==> src/rtl/ct_rtu_preg_alloc_96_pkg.sv <==
// ct_rtu_preg_alloc_96_pkg: shared RTU free-list sizes and a popcount helper.
package ct_rtu_preg_alloc_96_pkg;
  localparam int ENTRY_NUM = 96;
  localparam int PREG_W = 7;
  localparam int ARCH_NUM_DEF = 32;
  function automatic logic [PREG_W-1:0] popcnt(input logic [ENTRY_NUM-1:0] v);
    popcnt = '0;
    for (int i = 0; i < ENTRY_NUM; i++) popcnt += PREG_W'(v[i]);
  endfunction
endpackage

==> src/rtl/ct_rtu_encode_96.sv <==
// ct_rtu_encode_96: 96-bit one-hot to 7-bit binary index (zero for an all-zero input).
module ct_rtu_encode_96
  import ct_rtu_preg_alloc_96_pkg::*;
(
  input  logic [ENTRY_NUM-1:0] x_num_expand,
  output logic [PREG_W-1:0]    x_num
);
  always_comb begin
    x_num = '0;
    for (int i = 0; i < ENTRY_NUM; i++) x_num |= x_num_expand[i] ? PREG_W'(i) : '0;
  end
endmodule

==> src/rtl/ct_rtu_preg_alloc_96.sv <==
// ct_rtu_preg_alloc_96: physical-register free list that pre-selects the lowest free entry
// one cycle ahead; the presented entry is held out of free_q so it cannot be issued twice.
module ct_rtu_preg_alloc_96
  import ct_rtu_preg_alloc_96_pkg::*;
#(
  parameter int ARCH_NUM = ARCH_NUM_DEF
) (
  input  logic                 cpuclk,
  input  logic                 cpurst_b,
  input  logic                 alloc_req,
  input  logic [ENTRY_NUM-1:0] release_expand,
  input  logic                 flush_vld,
  input  logic [ENTRY_NUM-1:0] flush_free_expand,
  output logic                 alloc_vld,
  output logic [ENTRY_NUM-1:0] alloc_expand,
  output logic [PREG_W-1:0]    alloc_preg,
  output logic [PREG_W-1:0]    free_cnt,
  output logic                 err_dbl_free
);
  logic [ENTRY_NUM-1:0] free_q, alloc_expand_q, pool, pick, rest;
  logic [PREG_W-1:0] free_cnt_q;
  logic alloc_vld_q, err_q, fire, err_d;
  assign fire = alloc_req & alloc_vld_q;
  // An unconsumed presented entry goes back into the pool; a flush drops it.
  assign pool = flush_vld ? (flush_free_expand | release_expand)
                          : (free_q | release_expand | (fire ? '0 : alloc_expand_q));
  assign pick = pool & (~pool + ENTRY_NUM'(1));
  assign rest = pool & ~pick;
  assign err_d = err_q | (~flush_vld & |(release_expand & (free_q | alloc_expand_q)));
  always_ff @(posedge cpuclk or negedge cpurst_b) begin
    if (!cpurst_b) begin
      free_q         <= {ENTRY_NUM{1'b1}} << ARCH_NUM;
      alloc_expand_q <= '0;
      alloc_vld_q    <= 1'b0;
      free_cnt_q     <= '0;
      err_q          <= 1'b0;
    end else begin
      free_q         <= rest;
      alloc_expand_q <= pick;
      alloc_vld_q    <= |pool;
      free_cnt_q     <= popcnt(rest);
      err_q          <= err_d;
    end
  end
  ct_rtu_encode_96 u_encode (
    .x_num_expand(alloc_expand_q),
    .x_num       (alloc_preg)
  );
  assign alloc_vld    = alloc_vld_q;
  assign alloc_expand = alloc_expand_q;
  assign free_cnt     = free_cnt_q;
  assign err_dbl_free = err_q;
endmodule

==> config.mk <==
export PLATFORM = sky130hd
export DESIGN_NAME = ct_rtu_preg_alloc_96
export DESIGN_NICKNAME = d
export VERILOG_FILES = /design/src/rtl/ct_rtu_preg_alloc_96_pkg.sv /design/src/rtl/ct_rtu_encode_96.sv /design/src/rtl/ct_rtu_preg_alloc_96.sv
export SDC_FILE = /design/constraint.sdc
export NUM_CORES = 1
export LEC_CHECK = 0
export ABC_AREA = 1
export CORE_UTILIZATION = 53
export CTS_CLUSTER_DIAMETER = 80
export DETAILED_ROUTE_END_ITERATION = 10
export PLACE_DENSITY = 0.81
export SETUP_SLACK_MARGIN = 0.02
export SLEW_MARGIN = 25
export SYNTH_ARGS = -nofsm -noshare
export SYNTH_HDL_FRONTEND = slang
export SYNTH_SLANG_ARGS = --single-unit
==> constraint.sdc <==
create_clock -name cpuclk -period 11.2 [get_ports cpuclk]
set_clock_uncertainty 0.15 [all_clocks]
set_input_delay 2.24 -clock cpuclk [delete_from_list [all_inputs] [get_ports cpuclk]]
set_output_delay 2.24 -clock cpuclk [all_outputs]
set_load 0.05 [all_outputs]
==> flow_metrics.py, run 1 <==
metrics = {
    "finish": {
        "fin_cells": 2948,
        "drive_above_1_share_pct": 8.64,
        "layout_commonest_cell": "nand2_1",
        "area_growth_pct": 28.0,
        "final_cell_mix": "nand2_1, nor2_1, inv_1",
        "multi_input_area_sq_mm": 0.00847,
        "nets": 2855,
        "num-fill-cells": 2412,
        "postLayoutCellArea_sq_mm": 0.0195,
        "regArea_sq_mm": 0.00508,
        "num_antenna_cells": 0,
        "final_util_pct": 69.5,
    },
    "floorplanning": {
        "ios": 308,
        "start_util_pct": 54.3,
        "core-area_sq_mm": 0.0280,
        "dieArea_sq_mm": 0.0294,
        "die_h_microns": 171,
        "chipWidth_microns": 171,
        "rows": 61,
    },
    "synth": {
        "yosysSeqAreaShare_pct": 33.4,
        "yosysWarningCount": 0,
        "synth.distinct_cells": 40,
        "syn_area_per_cell_sq_um": 6.84,
        "yosys-top-cells-area": "dfrtp_1, nand2_1, nor2_1",
        "synth_top_area_share_pct": 22.4,
        "syn-num-nets": 2523,
        "ys_ff_latch": 200,
        "synthesis.instances": 2225,
        "syn_area_sq_mm": 0.0152,
        "synth_top_cell_by_area": "dfrtp_1",
    },
    "clock_network": {
        "cts_buffer_depth": 2,
        "cts_htree_levels": 4,
        "clock-sinks": 200,
        "clk_latency_ps": 450,
        "postCtsSetupBuffers": 0,
        "cts_made_buffers": 17,
        "cts_tree": "built",
        "clockRootBuffer": "clkbuf_16",
        "clkTransAtPathRegs_ps": 90,
    },
    "run": {
        "drv_cap": 0,
    },
    "setup_path": {
        "cp.required_ps": 11390,
        "crit_top_cell": "fa_1",
        "setup.worst_path.start_class": "input port",
        "setup.worst_path.end_class": "flip-flop",
        "crit_fanout": 18,
        "worstSetupPathType": "input port to flip-flop",
        "cpMaxStageDelayCell": "clkdlybuf4s50_1",
        "slowest_delay_ps": 600,
        "rrSetupSlack_ps": 1780,
        "timing.rr.start": "alloc_vld$_DFF_PN0_",
        "reg2reg_depth": 35,
        "cp_data_arrival_time_ps": 11150,
        "reg2reg_to": "free_cnt[6]$_DFF_PN0_",
    },
    "grt": {
        "grt_use_met2_pct": 68.8,
        "met1_usage_pct": 60.7,
        "top_usage_layer": "met2",
        "use_met3_pct": 12.7,
        "grt.overflow.total": 0,
        "grt_antenna_before_repair": 0,
        "grt_max_degree": 91,
        "grt_pass1_wl_microns": 96600,
        "grt_pass1_vias": 16000,
        "track_usage_pct": 45.8,
    },
    "worst_hold_path": {
        "hold-path-cell-count": 1,
        "holdPathEnd": "err_dbl_free$_DFF_PN0_",
        "hold_start": "err_dbl_free$_DFF_PN0_",
        "min_path_type": "flip-flop to flip-flop",
    },
    "timing": {
        "min_period_ps": 10960,
        "max_freq_mhz": 91.2,
        "worst_slew_pin_slew_ps": 892,
        "rsz0062_at_grt": "no",
        "slew_headroom_pct": 40.0,
        "hold_ws_ps": 309,
        "setup_violations": 0,
        "hold_viol_final": 0,
        "fin_crit_sh_pct": 97.9,
        "drv_slew": 0,
    },
    "routing": {
        "avgRoutedWirePerCell_microns": 22.3,
        "remaining_drc_errors": 0,
        "wirelength_microns": 65700,
        "num_vias": 16700,
        "vias_per_cell": 5.65,
        "first_pass_iters": 6,
        "drt_iter0_markers": 2054,
        "ant_nets": 0,
    },
    "outcome": {
        "status": "finished clean",
    },
    "power_and_ir_drop": {
        "power.switching_uw": 3360,
        "p_per_area_mw_per_mm2": 361,
        "intPower_uw": 3670,
        "power_frac_seq_pct": 13.1,
        "p_comb_share_pct": 77.6,
        "ir_drop_mv": 4.23,
        "pwr-share-clk_pct": 9.2,
        "sw_frac_of_total_pct": 47.8,
        "power_leakage_uw": 0.00976,
        "power_uw": 7030,
    },
    "place": {
        "portBuffers": 307,
        "place_congestion": 1.11,
        "placed_area_sq_mm": 0.0189,
        "dp.cells": 2916,
        "hpwl_microns": 54900,
    },
}
-- power by group through the flow --
stage	clock [uW]	sequential (uW)	combinational, uW
after global placement	0	935	4930
after CTS	648	920	5240
after global routing	673	924	6150
after floorplan	0	980	3710
after detailed placement	0	933	5200
final	650	923	5460
-- Yosys cell counts, drive strengths merged --
cell type and n:
clkbuf 2, nor3 39, o21ai 90, dfrtp 136, a211oi 1, a21oi 133, buf 31, nand4 23
or2 9, xor2 3, xnor2 2, inv 380, a21o 1, nand3 69, nand3b 3, nor4 24
and2 1, ha 19, a31oi 1, nor2 531, dfstp 64, fa 83, nand2 575, or4 5
-- critical path: cells and delay by family --
family                     cells  cell delay [ps]
adders and majority gates     10             4900
xor gates and xnor gates       1              110
AOI/OAI and AO/OA              2              420
and+or+nand+nor               14             2060
buffers and inverters          9             1430
-- final cells by class --
class | instances | area share [%]
well taps | 378 | 2.43
clock inverters | 13 | 0.835
clock buffers | 19 | 2.22
flip-flops and latches | 200 | 26.1
inverters | 380 | 7.33
repair buffers | 346 | 17.6
multi-input cells | 1612 | 43.5
-- stage by stage --
stage / setup slack, ps / TNS, ps
after global placement: 48.0 / 0
after detailed placement: -120 / -180
after CTS: 315 / 0
final: 238 / 0
after floorplan: 1470 / 0
after global routing: 24.8 / 0
-- per-layer routing --
layer | up-vias | part of all wire [%]
li1 | 7481 | -
met1 | 7822 | 38
met2 | 1132 | 43
met3 | 223 | 13
met4 | 0 | 5.6
met5 | - | 0
-- kinds of logic (layout without fill, tap and decap cells) --
| kind of cell | Yosys count | in the layout | share of synthesized area (%) |
|---|---|---|---|
| buffers and inverters | 413 | 758 | 11.0 |
| and+or+nand+nor | 1279 | 1279 | 35.3 |
| adders and majority gates | 102 | 102 | 12.5 |
| DFF | 200 | 200 | 33.4 |
| xor gates and xnor gates | 5 | 5 | 0.288 |
| AOI/OAI and AO/OA | 226 | 226 | 7.47 |
-- state kept, by name (all words and copies together) (netlist names) --
name / count
alloc_vld: 1
err_dbl_free: 1
alloc_expand: 96
free_cnt: 7
free_q: 95
-- worst max-delay path by stage --
stage | startpoint | depth (start not counted) | to
floorplan | alloc_req | 39 | free_cnt[5]$_DFF_PN0_
global placement | alloc_req | 38 | free_cnt[5]$_DFF_PN0_
detailed placement | alloc_req | 38 | free_cnt[5]$_DFF_PN0_
CTS | alloc_req | 34 | free_cnt[5]$_DFF_PN0_
global route | alloc_req | 32 | free_cnt[6]$_DFF_PN0_
finish | alloc_req | 36 | free_cnt[6]$_DFF_PN0_
-- what timing repair did --
item / 4_1_cts / 5_1_grt
endpoints found under the setup margin: 0 / 2
hold buffers: 0 / 0
gates resized for setup: 0 / 2
Note: power is estimated with default switching activity, not from simulation.
==> run 2: changes to the inputs <==
--- a/constraint.sdc
+++ b/constraint.sdc
@@ -4,2 +4,2 @@
 set_output_delay 2.24 -clock cpuclk [all_outputs]
-set_load 0.05 [all_outputs]
+set_load 0.02 [all_outputs]
==> results of run 2 <==
Same layout as run 1 (identical final DEF). Status: finished clean.
Among the figures that moved: total power 7030 uW -> 7000 uW; worst IR drop on VDD 4.23 mV -> 4.19 mV
==> run 3: changes to the inputs <==
CORE_UTILIZATION = 30   (was 53)
PLACE_DENSITY = 0.5   (was 0.81)
==> run 3 against run 2 <==
  * Maximum frequency is 3.2% higher
  * Die area is 76% higher
  * Critical path depth is 4 lower
  * Power is 2.3% higher
  * Worst setup slack better by 340 ps
  * Via count is 4.0% lower
  * Largest cell class unchanged
  * Cell area is 6.3% higher
  * Clock power is 6.6% higher
  * Hold slack better by 12 ps
  * Non-clock buffer count is 109 higher
==> flow_metrics.py, run 3 (same netlist as run 1, synthesis figures left out) <==
metrics = {
    "place": {
        "place_congestion": 1.00,
        "dp.cells": 3319,
        "hpwl_microns": 66500,
        "portBuffers": 307,
    },
    "clock_network": {
        "clock-sinks": 200,
        "cts_htree_levels": 4,
        "cts_buffer_depth": 2,
        "postCtsSetupBuffers": 0,
        "cts_made_buffers": 17,
        "clkTransAtPathRegs_ps": 80,
        "clockRootBuffer": "clkbuf_16",
        "cts_tree": "built",
        "clk_latency_ps": 530,
    },
    "routing": {
        "num_vias": 16000,
        "wirelength_microns": 77300,
        "remaining_drc_errors": 0,
        "avgRoutedWirePerCell_microns": 23.1,
        "first_pass_iters": 6,
        "drt_iter0_markers": 1318,
        "ant_nets": 0,
        "vias_per_cell": 4.77,
    },
    "outcome": {
        "status": "finished clean",
    },
    "timing": {
        "hold_viol_final": 0,
        "drv_slew": 0,
        "hold_ws_ps": 322,
        "max_freq_mhz": 94.2,
        "rsz0062_at_grt": "no",
        "slew_headroom_pct": 31.2,
        "min_period_ps": 10620,
        "setup_violations": 0,
        "worst_slew_pin_slew_ps": 1020,
        "fin_crit_sh_pct": 94.8,
    },
    "setup_path": {
        "critical_path.top_delay_family": "adder cells",
        "cpMaxStageDelayCell": "clkdlybuf4s50_1",
        "slowest_delay_ps": 610,
        "worstSetupPathType": "input port to flip-flop",
        "critPathLaunch": "alloc_req",
        "worst-path-buf-inv": 7,
        "cp.required_ps": 11450,
        "rrSetupSlack_ps": 2190,
        "reg2reg_to": "free_cnt[6]$_DFF_PN0_",
        "crit_fanout": 18,
        "setup.worst_path.end_class": "flip-flop",
        "cp_data_arrival_time_ps": 10870,
        "crit_top_cell": "fa_1",
        "reg2reg_depth": 32,
        "timing.rr.start": "alloc_vld$_DFF_PN0_",
        "setup.worst_path.start_class": "input port",
    },
    "grt": {
        "grt.overflow.total": 0,
        "grt_pass1_vias": 16100,
        "grt_antenna_before_repair": 1,
        "grt_pass1_wl_microns": 111000,
        "track_usage_pct": 30.9,
        "grt_max_degree": 74,
    },
    "floorplanning": {
        "start_util_pct": 30.4,
        "core-area_sq_mm": 0.0501,
        "dieArea_sq_mm": 0.0516,
        "rows": 82,
        "chipWidth_microns": 227,
        "die_h_microns": 227,
        "ios": 308,
    },
    "power_and_ir_drop": {
        "power_leakage_uw": 0.0103,
        "power_frac_seq_pct": 12.9,
        "sw_frac_of_total_pct": 43.6,
        "p_comb_share_pct": 77.4,
        "p_per_area_mw_per_mm2": 346,
        "pwr-share-clk_pct": 9.7,
        "power_uw": 7160,
        "power.switching_uw": 3120,
        "intPower_uw": 4040,
        "ir_drop_mv": 2.02,
    },
    "worst_hold_path": {
        "holdPathEnd": "err_dbl_free$_DFF_PN0_",
        "min_path_type": "flip-flop to flip-flop",
        "hold_start": "err_dbl_free$_DFF_PN0_",
        "hold-path-cell-count": 1,
    },
    "finish": {
        "drive_above_1_share_pct": 12.4,
        "num-fill-cells": 5411,
        "multi_input_area_sq_mm": 0.00847,
        "fin_cells": 3352,
        "nets": 2964,
        "layout_commonest_cell": "nand2_1",
        "final_cell_mix": "nand2_1, nor2_1, inv_1",
        "area_growth_pct": 36.1,
        "regArea_sq_mm": 0.00508,
        "largest_reg_flops": 96,
        "final_util_pct": 41.4,
    },
    "run": {
        "drv_cap": 0,
    },
}
## run 3: cell count changes in the layout (fill, tap and decap cells not counted), sizes merged
cell / previous run / this run
buf: 40 / 149
bufinv: 1 / 3
clkbuf: 20 / 19
clkinv: 7 / 1
clkinvlp: 0 / 3
diode: 0 / 1
inv: 385 / 387
## run 3: final cells by class
| type | instances | area share (%) |
|---|---|---|
| antenna | 1 | 0.0121 |
| multi-input combinational | 1612 | 40.9 |
| timing repair buffer | 455 | 20.6 |
| clock inverter | 14 | 0.900 |
| inverter | 380 | 6.90 |
| clock buffer | 18 | 2.07 |
| tap | 672 | 4.06 |
| sequential | 200 | 24.5 |
## run 3: what timing repair did
item                       CTS  global route
hold buffers                 0             0
gates resized for setup      0             1
hold endpoints to repair     0             0
setup endpoints to repair    0             1
## run 3: metrics by stage
stage	instance area, sq um	setup WS, ps	setup TNS [ps]
detailed placement	20100	-19.5	-20.8
floorplan	15200	1480	0
finish	20700	580	0
CTS	20700	505	0
global route	20700	49.6	0
global placement	20100	-18.3	-18.3
## run 3: worst max-delay path by stage
stage	to	slack, ps	depth (start not counted)
floorplan	free_cnt[5]$_DFF_PN0_	1480	39
global placement	free_cnt[6]$_DFF_PN0_	-20	32
detailed placement	free_cnt[6]$_DFF_PN0_	-20	32
CTS	free_cnt[6]$_DFF_PN0_	500	32
global route	free_cnt[5]$_DFF_PN0_	50	37
finish	free_cnt[6]$_DFF_PN0_	580	32
## run 3: metal layers
metal | track usage, % | routed length, microns | vias to the layer above | part of all wire [%]
met3 | 4.31 | 4010 | 62 | 5.2
met4 | 6.78 | 1210 | 0 | 1.6
met1 | 44.5 | 36800 | 7755 | 48
li1 | - | - | 7701 | -
met5 | 0 | 0 | - | 0
met2 | 48.9 | 35300 | 475 | 46
## run 3: power by group through the flow
stage | Combinational (uW) | Clock [uW] | Sequential, uW
finish | 5540 | 693 | 927
global route | 6350 | 732 | 927
CTS | 5670 | 711 | 926
detailed placement | 5620 | 0 | 939
global placement | 5630 | 0 | 936
floorplan | 3710 | 0 | 948
